`config.mk`:
```
export PLATFORM = sky130hd
export DESIGN_NAME = scope_decimator
export DESIGN_NICKNAME = d
export VERILOG_FILES = /design/src/rtl/scope_decimator.sv
export SDC_FILE = /design/constraint.sdc
export NUM_CORES = 1
export LEC_CHECK = 0
export CELL_PAD_IN_SITES_DETAIL_PLACEMENT = 0
export CELL_PAD_IN_SITES_GLOBAL_PLACEMENT = 1
export CORE_MARGIN = 10
export CORE_UTILIZATION = 47
export DETAILED_ROUTE_END_ITERATION = 8
export GPL_ROUTABILITY_DRIVEN = 1
export PLACE_DENSITY = 0.85
export SLEW_MARGIN = 20
export SYNTH_ARGS = -nofsm -noshare
export SYNTH_HDL_FRONTEND = slang
export SYNTH_SLANG_ARGS = --single-unit
```
`constraint.sdc`:
```
create_clock -name ACLK -period 9.4 [get_ports ACLK]
set_input_delay 2.82 -clock ACLK [delete_from_list [all_inputs] [get_ports ACLK]]
set_output_delay 2.82 -clock ACLK [all_outputs]
set_load 0.01 [all_outputs]
```
`src/rtl/scope_decimator.sv`:
```
// Multi-channel stream decimator/averager for scope capture.
// Each window of cfg_dec+1 accepted beats, or fewer when sti_tlast ends it
// early, produces one output beat. The output is either the final sample of
// the window or the rounded, shifted and saturated window sum.
module scope_decimator #(
  parameter int unsigned CN  = 2,
  parameter int unsigned DWI = 14,
  parameter int unsigned DWO = 14,
  parameter int unsigned DCW = 17,
  parameter int unsigned DSW = 4
) (
  input  logic              ACLK,
  input  logic              ARESET,
  input  logic              ctl_rst,
  input  logic              cfg_avg,
  input  logic [DCW-1:0]    cfg_dec,
  input  logic [DSW-1:0]    cfg_shr,
  input  logic              cfg_rnd,
  input  logic [CN*DWI-1:0] sti_tdata,
  input  logic              sti_tvalid,
  input  logic              sti_tlast,
  output logic              sti_tready,
  output logic [CN*DWO-1:0] sto_tdata,
  output logic              sto_tvalid,
  output logic              sto_tlast,
  input  logic              sto_tready
);

  // AW: accumulator width. EW: one extra bit so that adding the rounding
  // constant cannot overflow.
  localparam int unsigned AW = DCW + DWI;
  localparam int unsigned EW = AW + 1;

  logic [DCW-1:0]    cnt_q, cnt_d;
  logic [AW-1:0]     acc_q [CN];
  logic [AW-1:0]     acc_d [CN];
  logic              last_q, last_d;
  logic [CN*DWO-1:0] tdata_q, tdata_d;
  logic              tvalid_q, tvalid_d;
  logic              tlast_q, tlast_d;

  logic [AW-1:0]     smp [CN];
  logic [AW-1:0]     sum [CN];
  logic [EW-1:0]     ext [CN];
  logic [EW-1:0]     shf [CN];
  logic [EW-1:0]     rnd;
  logic [CN*DWO-1:0] res;
  logic              accept;
  logic              final_beat;
  logic              win_last;

  // Clamp a signed EW-bit value to the signed DWO-bit range.
  function automatic logic [DWO-1:0] sat(input logic [EW-1:0] v);
    logic [EW-DWO:0] top;
    top = v[EW-1:DWO-1];
    if ((&top) || (~|top)) return v[DWO-1:0];
    else if (v[EW-1])     return {1'b1, {(DWO-1){1'b0}}};
    else                  return {1'b0, {(DWO-1){1'b1}}};
  endfunction

  assign sti_tready = ~ctl_rst & (~tvalid_q | sto_tready);
  assign accept     = sti_tvalid & sti_tready;
  assign final_beat = (cnt_q == cfg_dec) | sti_tlast;
  assign win_last   = last_q | sti_tlast;

  assign sto_tdata  = tdata_q;
  assign sto_tvalid = tvalid_q;
  assign sto_tlast  = tlast_q;

  // Per-channel running sum including the current beat, and the result of
  // the selected mode.
  always_comb begin
    rnd = '0;
    res = '0;
    if (cfg_rnd && (cfg_shr != '0)) rnd = EW'(1) << (cfg_shr - DSW'(1));
    for (int k = 0; k < CN; k++) begin
      smp[k] = {{(AW-DWI){sti_tdata[k*DWI + DWI - 1]}}, sti_tdata[k*DWI +: DWI]};
      sum[k] = (cnt_q == '0) ? smp[k] : acc_q[k] + smp[k];
      ext[k] = {sum[k][AW-1], sum[k]} + rnd;
      shf[k] = $signed(ext[k]) >>> cfg_shr;
      res[k*DWO +: DWO] = cfg_avg ? sat(shf[k]) : sat({smp[k][AW-1], smp[k]});
    end
  end

  // Window counter, accumulators, sticky last and output register update.
  always_comb begin
    cnt_d    = cnt_q;
    last_d   = last_q;
    tdata_d  = tdata_q;
    tvalid_d = tvalid_q;
    tlast_d  = tlast_q;
    for (int k = 0; k < CN; k++) acc_d[k] = acc_q[k];
    if (ctl_rst) begin
      cnt_d    = '0;
      last_d   = 1'b0;
      tvalid_d = 1'b0;
      for (int k = 0; k < CN; k++) acc_d[k] = '0;
    end else begin
      if (tvalid_q && sto_tready) tvalid_d = 1'b0;
      if (accept) begin
        for (int k = 0; k < CN; k++) acc_d[k] = sum[k];
        if (final_beat) begin
          cnt_d    = '0;
          last_d   = 1'b0;
          tdata_d  = res;
          tvalid_d = 1'b1;
          tlast_d  = win_last;
        end else begin
          cnt_d  = cnt_q + DCW'(1);
          last_d = win_last;
        end
      end
    end
  end

  // State registers with asynchronous clear.
  always_ff @(posedge ACLK or posedge ARESET) begin
    if (ARESET) begin
      cnt_q    <= '0;
      last_q   <= 1'b0;
      tdata_q  <= '0;
      tvalid_q <= 1'b0;
      tlast_q  <= 1'b0;
      for (int k = 0; k < CN; k++) acc_q[k] <= '0;
    end else begin
      cnt_q    <= cnt_d;
      last_q   <= last_d;
      tdata_q  <= tdata_d;
      tvalid_q <= tvalid_d;
      tlast_q  <= tlast_d;
      for (int k = 0; k < CN; k++) acc_q[k] <= acc_d[k];
    end
  end

endmodule

```
* Word level (Yosys, flattened, before mapping)
Index checks and enable logic that the tools add are counted. W data, S select, Z words.
Word-level totals: bits in read-only memories 0, memory bits (writable) 0, bits in latches 0, memories kept 0, flip-flop bits (word level) 110, input port bits 57, logic and storage cells 59
Cells by class: magnitude comparators 0, reductions and logical operators 14, bitwise operators 7, divide/modulo/power cells 0, add/subtract/negate cells 6, shift-type cells 3, multiply operators 0, mux-type cells 21, equality and inequality tests 1
Operator list (number):
- $mux W62 | 2
- $mux W14 | 6
- $add A32 B32 Y32 | 2
- $sshr A32 B4 Y32 | 2
- $add A31 B31 Y31 | 2
- $mux W31 | 2
- $mux W17 | 3
- $reduce_and A19 Y1 | 2
- $reduce_or A19 Y1 | 2
- $mux W32 | 1
- $shl A1 B4 Y32 const A | 1
- $add A17 B1 Y17 const B | 1
- $eq A17 B17 Y1 | 1
- $logic_not A17 Y1 | 1
- $mux W1 | 7
- $reduce_bool A4 Y1 | 1
- $sub A4 B1 Y4 const B | 1
- $or A1 B1 Y1 | 3
- $reduce_and A3 Y1 | 1
- $and A1 B1 Y1 | 2
- $logic_and A1 B1 Y1 | 2
- $logic_not A1 Y1 | 2
- $logic_or A1 B1 Y1 | 2
- $not A1 Y1 | 2
- $reduce_bool A2 Y1 | 1

* Depth between registers and ports, before layout
depth after elaboration 10, depth in mapped cells 32, depth with buffers taken out 29

* Least setup slack after synthesis
No wires, ideal clock.
kind input to register, from input port cfg_shr[2], to register tdata_q[3], in the netlist sto_tdata[3], arrival 9.550 ns, setup time 0.067 ns, stages 29, slack -0.218 ns, buffers on the path 7, cells stage by stage inv_1 > buf_2 > buf_1 > clkbuf_1 > buf_1 > clkbuf_1 > ha_1 > nand3_1 > nor2_1 > ha_1 > fa_1 > a21o_1 > a221oi_1 > nand2_1 > a41oi_1 > o311ai_1 > and3_1 > clkbuf_1 > a41oi_1 > o21ai_0 > o21a_1 > or2_2 > a21oi_1 > or4bb_1 > a2111oi_0 > nand2_1 > buf_4 > a221oi_2 > o221a_1
Between the ends: cells in the longest elaborated chain, start to end 10
RTL lines:
- from (decl) | RTL line 17 | input logic [DSW-1:0] cfg_shr,
- $sub A4 B1 Y4 / $reduce_bool A4 Y1 (equally long branches) | RTL line 75 | if (cfg_rnd && (cfg_shr != '0)) rnd = EW'(1) << (cfg_shr - DSW'(1));
- $shl A1 B4 Y32 / $logic_and A1 B1 Y1 (equally long branches) | RTL line 75
- $mux W32 | RTL line 75
- $add A32 B32 Y32 | RTL line 79 | ext[k] = {sum[k][AW-1], sum[k]} + rnd;
- $sshr A32 B4 Y32 (*) | RTL line 80 | shf[k] = $signed(ext[k]) >>> cfg_shr;
- $reduce_or A19 Y1 | RTL line 56 | if ((&top) || (~|top)) return v[DWO-1:0];
- $logic_not A1 Y1 | RTL line 56
- $logic_or A1 B1 Y1 | RTL line 56
- $mux W14 (*) | RTL line 56
- $mux W14 (*) | RTL line 81 | res[k*DWO +: DWO] = cfg_avg ? sat(shf[k]) : sat({smp[k][AW-1], smp[k]});
- to (signal assigned) | RTL line 128 | tdata_q <= tdata_d;
- to (decl) | RTL line 38 | logic [CN*DWO-1:0] tdata_q, tdata_d;
Every way passes the cells marked *; elsewhere a longest branch is shown, timed or not. A chain may end at the register's enable or synchronous reset.

* Final worst setup path
from input port sti_tdata[0], to register tdata_q[3], in the netlist sto_tdata[3]
Between the ends: cells in the longest elaborated chain, start to end 9
RTL lines:
- from (decl) | RTL line 19 | input logic [CN*DWI-1:0] sti_tdata,
- $add A31 B31 Y31 | RTL line 78 | sum[k] = (cnt_q == '0) ? smp[k] : acc_q[k] + smp[k];
- $mux W31 (*) | RTL line 78
- $add A32 B32 Y32 (*) | RTL line 79
- $sshr A32 B4 Y32 (*) | RTL line 80
- $reduce_or A19 Y1 | RTL line 56
- $logic_not A1 Y1 | RTL line 56
- $logic_or A1 B1 Y1 | RTL line 56
- $mux W14 (*) | RTL line 56
- $mux W14 (*) | RTL line 81
Marks and branches as above.

==> results.json <==
{
  "outcome": "completed",
  "drive_gt1_frac": 0.232,
  "fmax_ghz": 0.109,
  "synth_ff_type": "dfrtp_1",
  "synth_area_mm2": 0.0168,
  "ys_types": 115,
  "finalInstanceArea_mm2": 0.0214,
  "vdd_drop_max_v": 0.000115,
  "clock-sinks": 110,
  "place_congestion": 0.990,
  "numCtsBuffers": 9,
  "ys_seq_area_frac": 0.164,
  "syn_inst": 2267,
  "antenna_found_initial": 1,
  "cts.clk_slew.worst_paths_ns": 0.09,
  "async_flop_share": 1.00,
  "synth_edf_count": 0,
  "fp.dieH_um": 209,
  "yosys_warnings": 0,
  "grtUsageTotal": 0.322,
  "p_leak_nw": 9.43,
  "synthToLayoutAreaGrowth_pct": 27.2,
  "hold_violations": 0,
  "drtIter0Drc": 2219,
  "syn-num-nets": 2426,
  "critPathSlowestCell": "clkdlybuf4s50_1",
  "synth_top_cell_by_area": "dfrtp_1",
  "wire_per_inst_um": 24.2,
  "cts.path.max_buffers": 2,
  "path_max_fanout": 11,
  "synth_top_area_frac": 0.164,
  "avgSynthCellArea_um2": 7.42,
  "ys_seq_elements": 110,
  "yosysMostFrequentCell": "nand2_1",
  "hold_class": "reg -> reg",
  "portBuffers": 87,
  "powerDensity_mw_per_mm2": 128,
  "setup_viol": 0,
  "startpoint_type": "primary input",
  "required_ns": 9.74,
  "relSlewSlack": 0.173,
  "start_util": 0.475,
  "drc_errors": 0,
  "path_class": "in -> reg",
  "cts-root-buf": "clkbuf_16",
  "cpPeakStageDelay_ns": 0.45,
  "grt_max_degree": 72,
  "grt-ovfl-total": 0,
  "wl_um": 74300,
  "finish.utilization": 0.604,
  "crit_top_cell": "buf_4",
  "cp_data_arrival_time_ns": 9.51,
  "clkLatencyLatePin_ns": 0.42,
  "row_count": 69,
  "synth.top_cells.by_area": "dfrtp_1 (16%), ha_1 (7.3%), nand2_1 (5.7%)",
  "die-area_mm2": 0.0437,
  "ant_nets": 0,
  "hpwl_um": 57400,
  "num_vias": 20279,
  "synth.top_cells.by_count": "nand2_1 (256), nor2_1 (212), o21ai_0 (151), a21oi_1 (147), dfrtp_1 (110)",
  "dr.pass1.iters": 6,
  "finClkSkew_ns": 0.0219,
  "timing.final.max_slew_violations": 0,
  "tightest_slew_ns": 1.24,
  "io_pins": 88,
  "fin_nets": 2762,
  "fin_crit_sh": 0.975,
  "crit_path_end_kind": "flop",
  "fin_crit_ns": 9.17,
  "htree_num_levels": 3,
  "power_w": 0.00273,
  "dpl_cell_area_mm2": 0.0205,
  "grt_pass1_vias": 18819,
  "core-area_mm2": 0.0354,
  "cts_tree": "yes",
  "via_per_inst": 6.60,
  "fp.dieW_um": 209,
  "maxCapViolCount": 0,
  "grt_pass1_wl_um": 112000
}
[cell usage in the layout, fill, tap and decap left out, types with 23 or more instances in the layout]
cell and n:
a211oi_1 48, a21o_1 66, a21oi_1 142, a31oi_1 25, and3_1 39, buf_4 384
clkdlybuf4s50_1 80, dfrtp_1 110, ha_1 95, inv_1 36, mux2i_1 52, nand2_1 253
nand3_1 103, nand4_1 47, nor2_1 206, nor3_1 62, nor4_1 23, o211ai_1 44
o21a_1 25, o21ai_0 142, or3_1 28, xnor2_1 62, xor2_1 34
[repair_timing]
item,CTS,global route
resized for setup,9,99
endpoints found under the setup margin,14,26
cloned,0,1
setup buffers,1,12
endpoints found under the hold margin,0,0
pin swaps,6,42
hold buffers,0,0
[logic make-up after synthesis]
family,synth area share
AND/OR/NAND/NOR,0.263
flip-flops,0.164
multiplexers,0.0616
adder cells (fa/ha/maj),0.0777
AO/OA/AOI/OAI,0.334
buffers and inverters,0.0479
XOR/XNOR,0.0520
[worst max-delay path: cells and delay by family]
| family | cells | cell delay (ns) |
|---|---|---|
| AOI/OAI and AO/OA | 11 | 2.24 |
| xor gates and xnor gates | 1 | 0.14 |
| adders and majority gates | 3 | 0.99 |
| buffers and inverters | 9 | 1.64 |
| and+or+nand+nor | 9 | 1.66 |
[flip-flops by register name, indices dropped and copies added, names as in the netlist]
| signal | count |
|---|---|
| sto_tvalid | 1 |
| acc_q | 62 |
| last_q | 1 |
| cnt_q | 17 |
| sto_tdata | 28 |
| sto_tlast | 1 |
[layout make-up]
class                           count  area [um^2]
Inverter                           41          156
Antenna cell                        2         5.00
Fill cell                        3315        14000
Timing Repair Buffer              477         3850
Sequential cell                   110         2750
Clock buffer                        9          225
Multi-Input combinational cell   1964        13800
Tap cell                          461          577
Clock inverter                      7         63.8
[final timing paths]
path,slack (ns),cells after the start,from,to
min in group asynchronous,2.87,2,ARESET,sto_tdata[14]$_DFFE_PP0P_
setup / recovery,0.23,33,sti_tdata[0],sto_tdata[3]$_DFFE_PP0P_
max in group asynchronous,5.16,3,ARESET,acc_q[25]$_DFFE_PP0P_
setup reg to reg,2.23,28,cnt_q[0]$_DFFE_PP0P_,sto_tdata[3]$_DFFE_PP0P_
hold / removal,0.50,2,acc_q[59]$_DFFE_PP0P_,acc_q[59]$_DFFE_PP0P_
hold reg to reg,0.50,2,acc_q[59]$_DFFE_PP0P_,acc_q[59]$_DFFE_PP0P_
[metrics by stage]
| stage | instances | TNS, ns | setup slack [ns] | hold WS, ns |
|---|---|---|---|---|
| finish | 3071 | 0 | 0.231 | 0.503 |
| global route | 3069 | -0.0741 | -0.0386 | 0.527 |
| CTS | 3056 | 0 | 0.000394 | 0.504 |
| detailed placement | 3039 | -14.76 | -0.968 | 0.482 |
| global placement | 3039 | -13.69 | -0.940 | 0.468 |
| floorplan | 2267 | 0 | 0.0713 | 0.454 |
[report_power, final]
| part | switching [W] | internal (W) | total, W |
|---|---|---|---|
| Sequential | 0.0000542 | 0.000528 | 0.000582 |
| Clock | 0.000245 | 0.000187 | 0.000432 |
| Combinational | 0.000999 | 0.000718 | 0.00172 |
[metal layers]
metal,wire (um),vias up,track usage,part of all wire
met4,2420,0,0.118,0.033
met5,0,-,0,0
met3,6640,141,0.0619,0.089
met1,33200,9755,0.453,0.45
met2,32100,1005,0.476,0.43
li1,-,9378,-,-
No activity file was read; power rests on OpenSTA's default activity.
